File: src/rtl/mem_arbiter.sv
// rtl/mem_arbiter.sv - arbitrates instruction fetch and data load/store onto one single-port memory
module mem_arbiter #(
    parameter int ADDR_WIDTH = 32,
    parameter int DATA_WIDTH = 32,
    parameter int FAIR       = 1
) (
    input  logic                  clk,
    input  logic                  reset_n,
    input  logic                  i_req,
    input  logic [ADDR_WIDTH-1:0] i_addr,
    output logic                  i_gnt,
    output logic [DATA_WIDTH-1:0] i_rdata,
    output logic                  i_rvalid,
    input  logic                  d_req,
    input  logic                  d_we,
    input  logic [ADDR_WIDTH-1:0] d_addr,
    input  logic [DATA_WIDTH-1:0] d_wdata,
    output logic                  d_gnt,
    output logic [DATA_WIDTH-1:0] d_rdata,
    output logic                  d_rvalid,
    output logic [ADDR_WIDTH-1:0] mem_address,
    output logic                  mem_we,
    output logic [DATA_WIDTH-1:0] mem_din,
    input  logic [DATA_WIDTH-1:0] mem_dout
);

    typedef enum logic [1:0] {
        IDLE   = 2'd0,
        BUSY_I = 2'd1,
        BUSY_D = 2'd2
    } state_t;

    state_t state;
    state_t state_nxt;
    logic   last_d;     // 1 when D won the most recent grant
    logic   take_i;
    logic   take_d;

    always_comb begin
        state_nxt = state;
        take_i    = 1'b0;
        take_d    = 1'b0;
        case (state)
            IDLE: begin
                // On a tie, D wins when unfair or when I won last time
                if (d_req && (!i_req || FAIR == 0 || !last_d)) begin
                    take_d    = 1'b1;
                    state_nxt = BUSY_D;
                end else if (i_req) begin
                    take_i    = 1'b1;
                    state_nxt = BUSY_I;
                end
            end
            BUSY_I:  state_nxt = IDLE;
            BUSY_D:  state_nxt = IDLE;
            default: state_nxt = IDLE;
        endcase
    end

    // Grants are suppressed while reset is held so no requester sees acceptance
    assign i_gnt = take_i & reset_n;
    assign d_gnt = take_d & reset_n;

    always_ff @(posedge clk or negedge reset_n) begin
        if (!reset_n) begin
            state       <= IDLE;
            last_d      <= 1'b0;
            mem_address <= '0;
            mem_we      <= 1'b0;
            mem_din     <= '0;
            i_rdata     <= '0;
            i_rvalid    <= 1'b0;
            d_rdata     <= '0;
            d_rvalid    <= 1'b0;
        end else begin
            state    <= state_nxt;
            i_rvalid <= 1'b0;
            d_rvalid <= 1'b0;
            case (state)
                IDLE: begin
                    if (take_d) begin
                        mem_address <= d_addr;
                        mem_we      <= d_we;
                        mem_din     <= d_wdata;
                        last_d      <= 1'b1;
                    end else if (take_i) begin
                        mem_address <= i_addr;
                        mem_we      <= 1'b0;
                        last_d      <= 1'b0;
                    end
                end
                BUSY_I: begin
                    i_rdata  <= mem_dout;
                    i_rvalid <= 1'b1;
                    mem_we   <= 1'b0;
                end
                BUSY_D: begin
                    d_rdata  <= mem_dout;
                    d_rvalid <= 1'b1;
                    mem_we   <= 1'b0;
                end
                default: mem_we <= 1'b0;
            endcase
        end
    end

endmodule
File: config.mk
export PLATFORM = sky130hd
export DESIGN_NAME = mem_arbiter
export DESIGN_NICKNAME = d
export VERILOG_FILES = /design/src/rtl/mem_arbiter.sv
export SDC_FILE = /design/constraint.sdc
export NUM_CORES = 1
export LEC_CHECK = 0
export ABC_AREA = 1
export BUFFER_PORTS_ARGS = -buffer_cell sky130_fd_sc_hd__buf_2
export CAP_MARGIN = 5
export CORE_MARGIN = 10
export CORE_UTILIZATION = 38
export CTS_CLUSTER_DIAMETER = 200
export DETAILED_ROUTE_END_ITERATION = 10
export GPL_TIMING_DRIVEN = 0
export PLACE_DENSITY = 0.74
export SKIP_CTS_REPAIR_TIMING = 1
export SYNTH_ARGS = -nofsm -noshare
export SYNTH_HDL_FRONTEND = slang
export SYNTH_SLANG_ARGS = --single-unit
File: constraint.sdc
create_clock -name clk -period 1.8 [get_ports clk]
set_clock_uncertainty 0.05 [all_clocks]
set_input_delay 0.36 -clock clk [delete_from_list [all_inputs] [get_ports clk]]
set_output_delay 0.36 -clock clk [all_outputs]
set_load 0.01 [all_outputs]
Word-level counts from Yosys, hierarchy flattened
Cells that the tools add are included. Widths: inputs -> output; s select.

Register bits: 134. Word-level logic and storage cells: 39.

Eq/ne operators: 4. Muxes and demuxes: 16. Bitwise logic cells: 2. Reductions and logical operators: 8.

Operators with widths (number): $mux 32 (2); $mux 1 (11); $mux 2 (3); $ne 3x3->1 const B (2); $reduce_and 2->1 (2); $and 1x1->1 (2); $eq 2x1->1 const B (1); $eq 2x2->1 const B (1); $logic_not 1->1 (2); $logic_not 2->1 (1); $reduce_bool 2->1 (1); $logic_and 1x1->1 (1); $logic_or 1x1->1 (1).

Depth between registers and ports, before layout
Word-level depth: 8. Depth in mapped cells: 8. Gate-level depth less buffers: 7.

Worst setup path before layout
Ideal clock, no wire load.

Path type: register to output. Start: register state[0]. End: output port d_gnt. Arrival: 1.124 ns. Required time: 1.390 ns. Setup slack: 0.266 ns. Cell stages (with the launch flop): 6. Buffers on the path: 2. Cells stage by stage: dfrtp_1 nor2_2 nand3_2 buf_4 buf_4 nor2_1.

Word-level cells in the longest chain between the ends: 3.

RTL lines: start, declared (RTL line 33) `state_t state;`; start signal, assigned (RTL line 76) `state <= state_nxt;`; $logic_not 2->1 (RTL line 43) `case (state)`; $mux 1 (RTL line 43); $and 1x1->1 (RTL line 62) `assign d_gnt = take_d & reset_n;`; end, declared (RTL line 18) `output logic d_gnt,`.

Every way passes these cells.

Worst setup path in the final report
Start: register state[1]. End: output port d_gnt.

The elaborated chain is that of the path after synthesis.

==> results.cfg <==
[cts]
cts.clk_slew.worst_paths_ps = 60
cts_htree_levels = 4
cts.sinks = 134
clockBufferDepth = 2
clk_latency_ps = 410
cts_tree = yes
cts_buffers = 17
cts_root_buffer = clkbuf_16

[power]
leakage_uw = 0.00504
irDropWorstVdd_mv = 0.761
powerDensity_nw_per_um2 = 1590

[route]
route.detailed.wl_per_inst_um = 14.9
drt_iter0_markers = 250
drc = 0
drt_wl_total_um = 18400
drt-vias-per-instance = 4.41
detail-route-antenna-nets = 0
num_vias = 5456
drt_first_pass_iters = 4

[worst_hold_path]
hold_path.class = primary input to async pin

[logic_synthesis]
synthArstFlopShare = 1.00
synth_top_area_frac = 0.574
yosysMostFrequentCell = nand2_1
synth_area_leader_cell = dfrtp_1
ys_warn_count = 0
synthesis.nets = 874
synth_common_cells = 329 x nand2_1, 134 x dfrtp_1, 117 x inv_1
ys.flop_type = dfrtp_1
synthCells = 741
yosysUniqueCellTypes = 17
avgSynthCellArea_um2 = 7.89
synth_area_um2 = 5840
ys_seq_elements = 134
synth_edf_count = 0
yosys-top-cells-area = dfrtp_1 57%, nand2_1 21%, inv_1 7.5%
seq_area_frac_synth = 0.574

[global_routing]
grt_pass1_wl_um = 28200
antenna_found_initial = 3
grt_start_max_net_pins = 81
grt_pass1_vias = 5422
grt_use_total = 0.173
grt-ovfl-total = 0

[critical_path]
crit_arrival_ps = 1440
path_max_fanout = 5
criticalPathCategory = flop to output port
worst_ep_required_time_ps = 1390
setup.worst_path.start_class = flop
endpoint_kind = output port

[outcome]
outcome = complete, but fails checks
violations = negative hold slack, negative setup slack

[placed_design]
dpl.cell_count = 1194
dp_hpwl_um = 14000
port_buffers = 264
gp_congestion = 0.841

[sta]
hold_violations = 54
final.period_utilization = 1.03
fin_ws_ps = -50.3
hold_slack_ps = -142
worstMarginPinSlew_ps = 523
fin_crit_ps = 1850
max_freq_ghz = 0.540
fin_tns_setup_ps = -56.7
rsz0062_at_grt = true
relSlewSlack = 0.651
drv_slew = 0
finalSetupViolCount = 2

[final_layout]
fillers = 1440
stdcell_count = 1237
final_util = 0.539
nNetsFinal = 1168
syn2layout_area_growth_pct = 39.7
layout-drive-gt1-share = 0.336

[die]
fp.dieH_um = 144
die_w_um = 144
dieArea_um2 = 20700
initial_core_util = 0.386
core-area_um2 = 15100
row_count = 45
io_pins = 266

[run]
cap_violations = 0
-- routing by layer --
layer	track usage	wire, um	part of all wire
met3	0.0564	1320	0.071
met5	0	31	0.0017
met1	0.204	7490	0.41
met4	0.0725	479	0.026
met2	0.284	9130	0.49
-- power by group --
group / internal, uW / switching, uW / total [uW]
clock: 2040 / 1350 / 3380
combinational: 1840 / 2780 / 4620
sequential: 4320 / 682 / 5000
-- final cells by class --
cell class                 instances  area, um^2  share of cell area
tap                              188         235              0.0288
inverter                         136         513              0.0628
sequential                       134        3350               0.411
clock inverter                    11         114              0.0139
buffer                            36         221              0.0271
antenna                            1        2.50            0.000307
multi-input combinational        434        1810               0.222
timing repair buffer             276        1440               0.177
clock buffer                      21         470              0.0576
-- state kept, by name (all words and copies together) (netlist names) --
name         count
i_rdata         32
state            2
mem_address     32
mem_din         32
mem_we           1
last_d           1
i_rvalid         1
d_rdata         32
d_rvalid         1
-- final timing paths --
| path | cells past startpoint | startpoint | endpoint | slack [ps] |
|---|---|---|---|---|
| worst max-delay path | 5 | state[1] | d_gnt | -50 |
| worst min-delay path | 1 | reset_n | d_rdata[25] | -140 |
| worst max register to register | 8 | state[1] | mem_din[17] | 140 |
| worst min register to register | 2 | mem_din[9] | mem_din[9] | 420 |
| max in group asynchronous | 2 | reset_n | mem_address[23] | 1060 |
| min in group clk | 3 | d_wdata[11] | mem_din[11] | 90 |
-- cells in the final DEF, fill, tap and decap left out --
cell type   synthesis  final
buf_12              0      1
inv_2               2      2
buf_2              27    288
clkinv_2            0      1
inv_1             117    116
nor3_2              0      1
buf_8               0      1
buf_4               7     16
inv_8               0      1
inv_6               0      3
nand2_4             0      2
bufinv_16           0      1
nor2_1              2      1
clkinv_1           17     17
clkinv_4            0      3
clkbuf_16           0     17
inv_4               0      1
clkinvlp_4          0      2
clkbuf_1            2      3
nand3_1            33     33
nor2_2              2      1
diode_2             0      1
buf_6               1      3
nand2_1           329    328
nand3_4             0      1
nor2_4              1      3
o21ai_0            64     64
buf_16              0      1
clkbuf_8            0      3
dfrtp_1           134    134
-- per-stage QoR --
stage | power (uW) | hold WS (ps) | worst slack, ps | area, um^2
2_1_floorplan | 7310 | 14.4 | 266 | 5840
3_3_place_gp | 9480 | 407 | -1940 | 7400
4_1_cts | 13100 | -142 | -426 | 8020
3_5_place_dp | 9600 | 307 | -45.8 | 7430
6_report | 13000 | -142 | -50.3 | 8160
5_1_grt | 13900 | -129 | -121 | 8160
-- cells by family after synthesis --
kind of cell	share of synthesized area
and+or+nand+nor	0.249
AOI/OAI and AO/OA	0.0548
DFF	0.574
buffers and inverters	0.123
-- worst max-delay path, cell delays in order (launching register included) --
cell     delay [ps]
dfrtp_1         420
nor2_4          160
nand3_4         100
buf_12          150
nor2_4           90
buf_6           110
(Power assumes the default switching activity.)
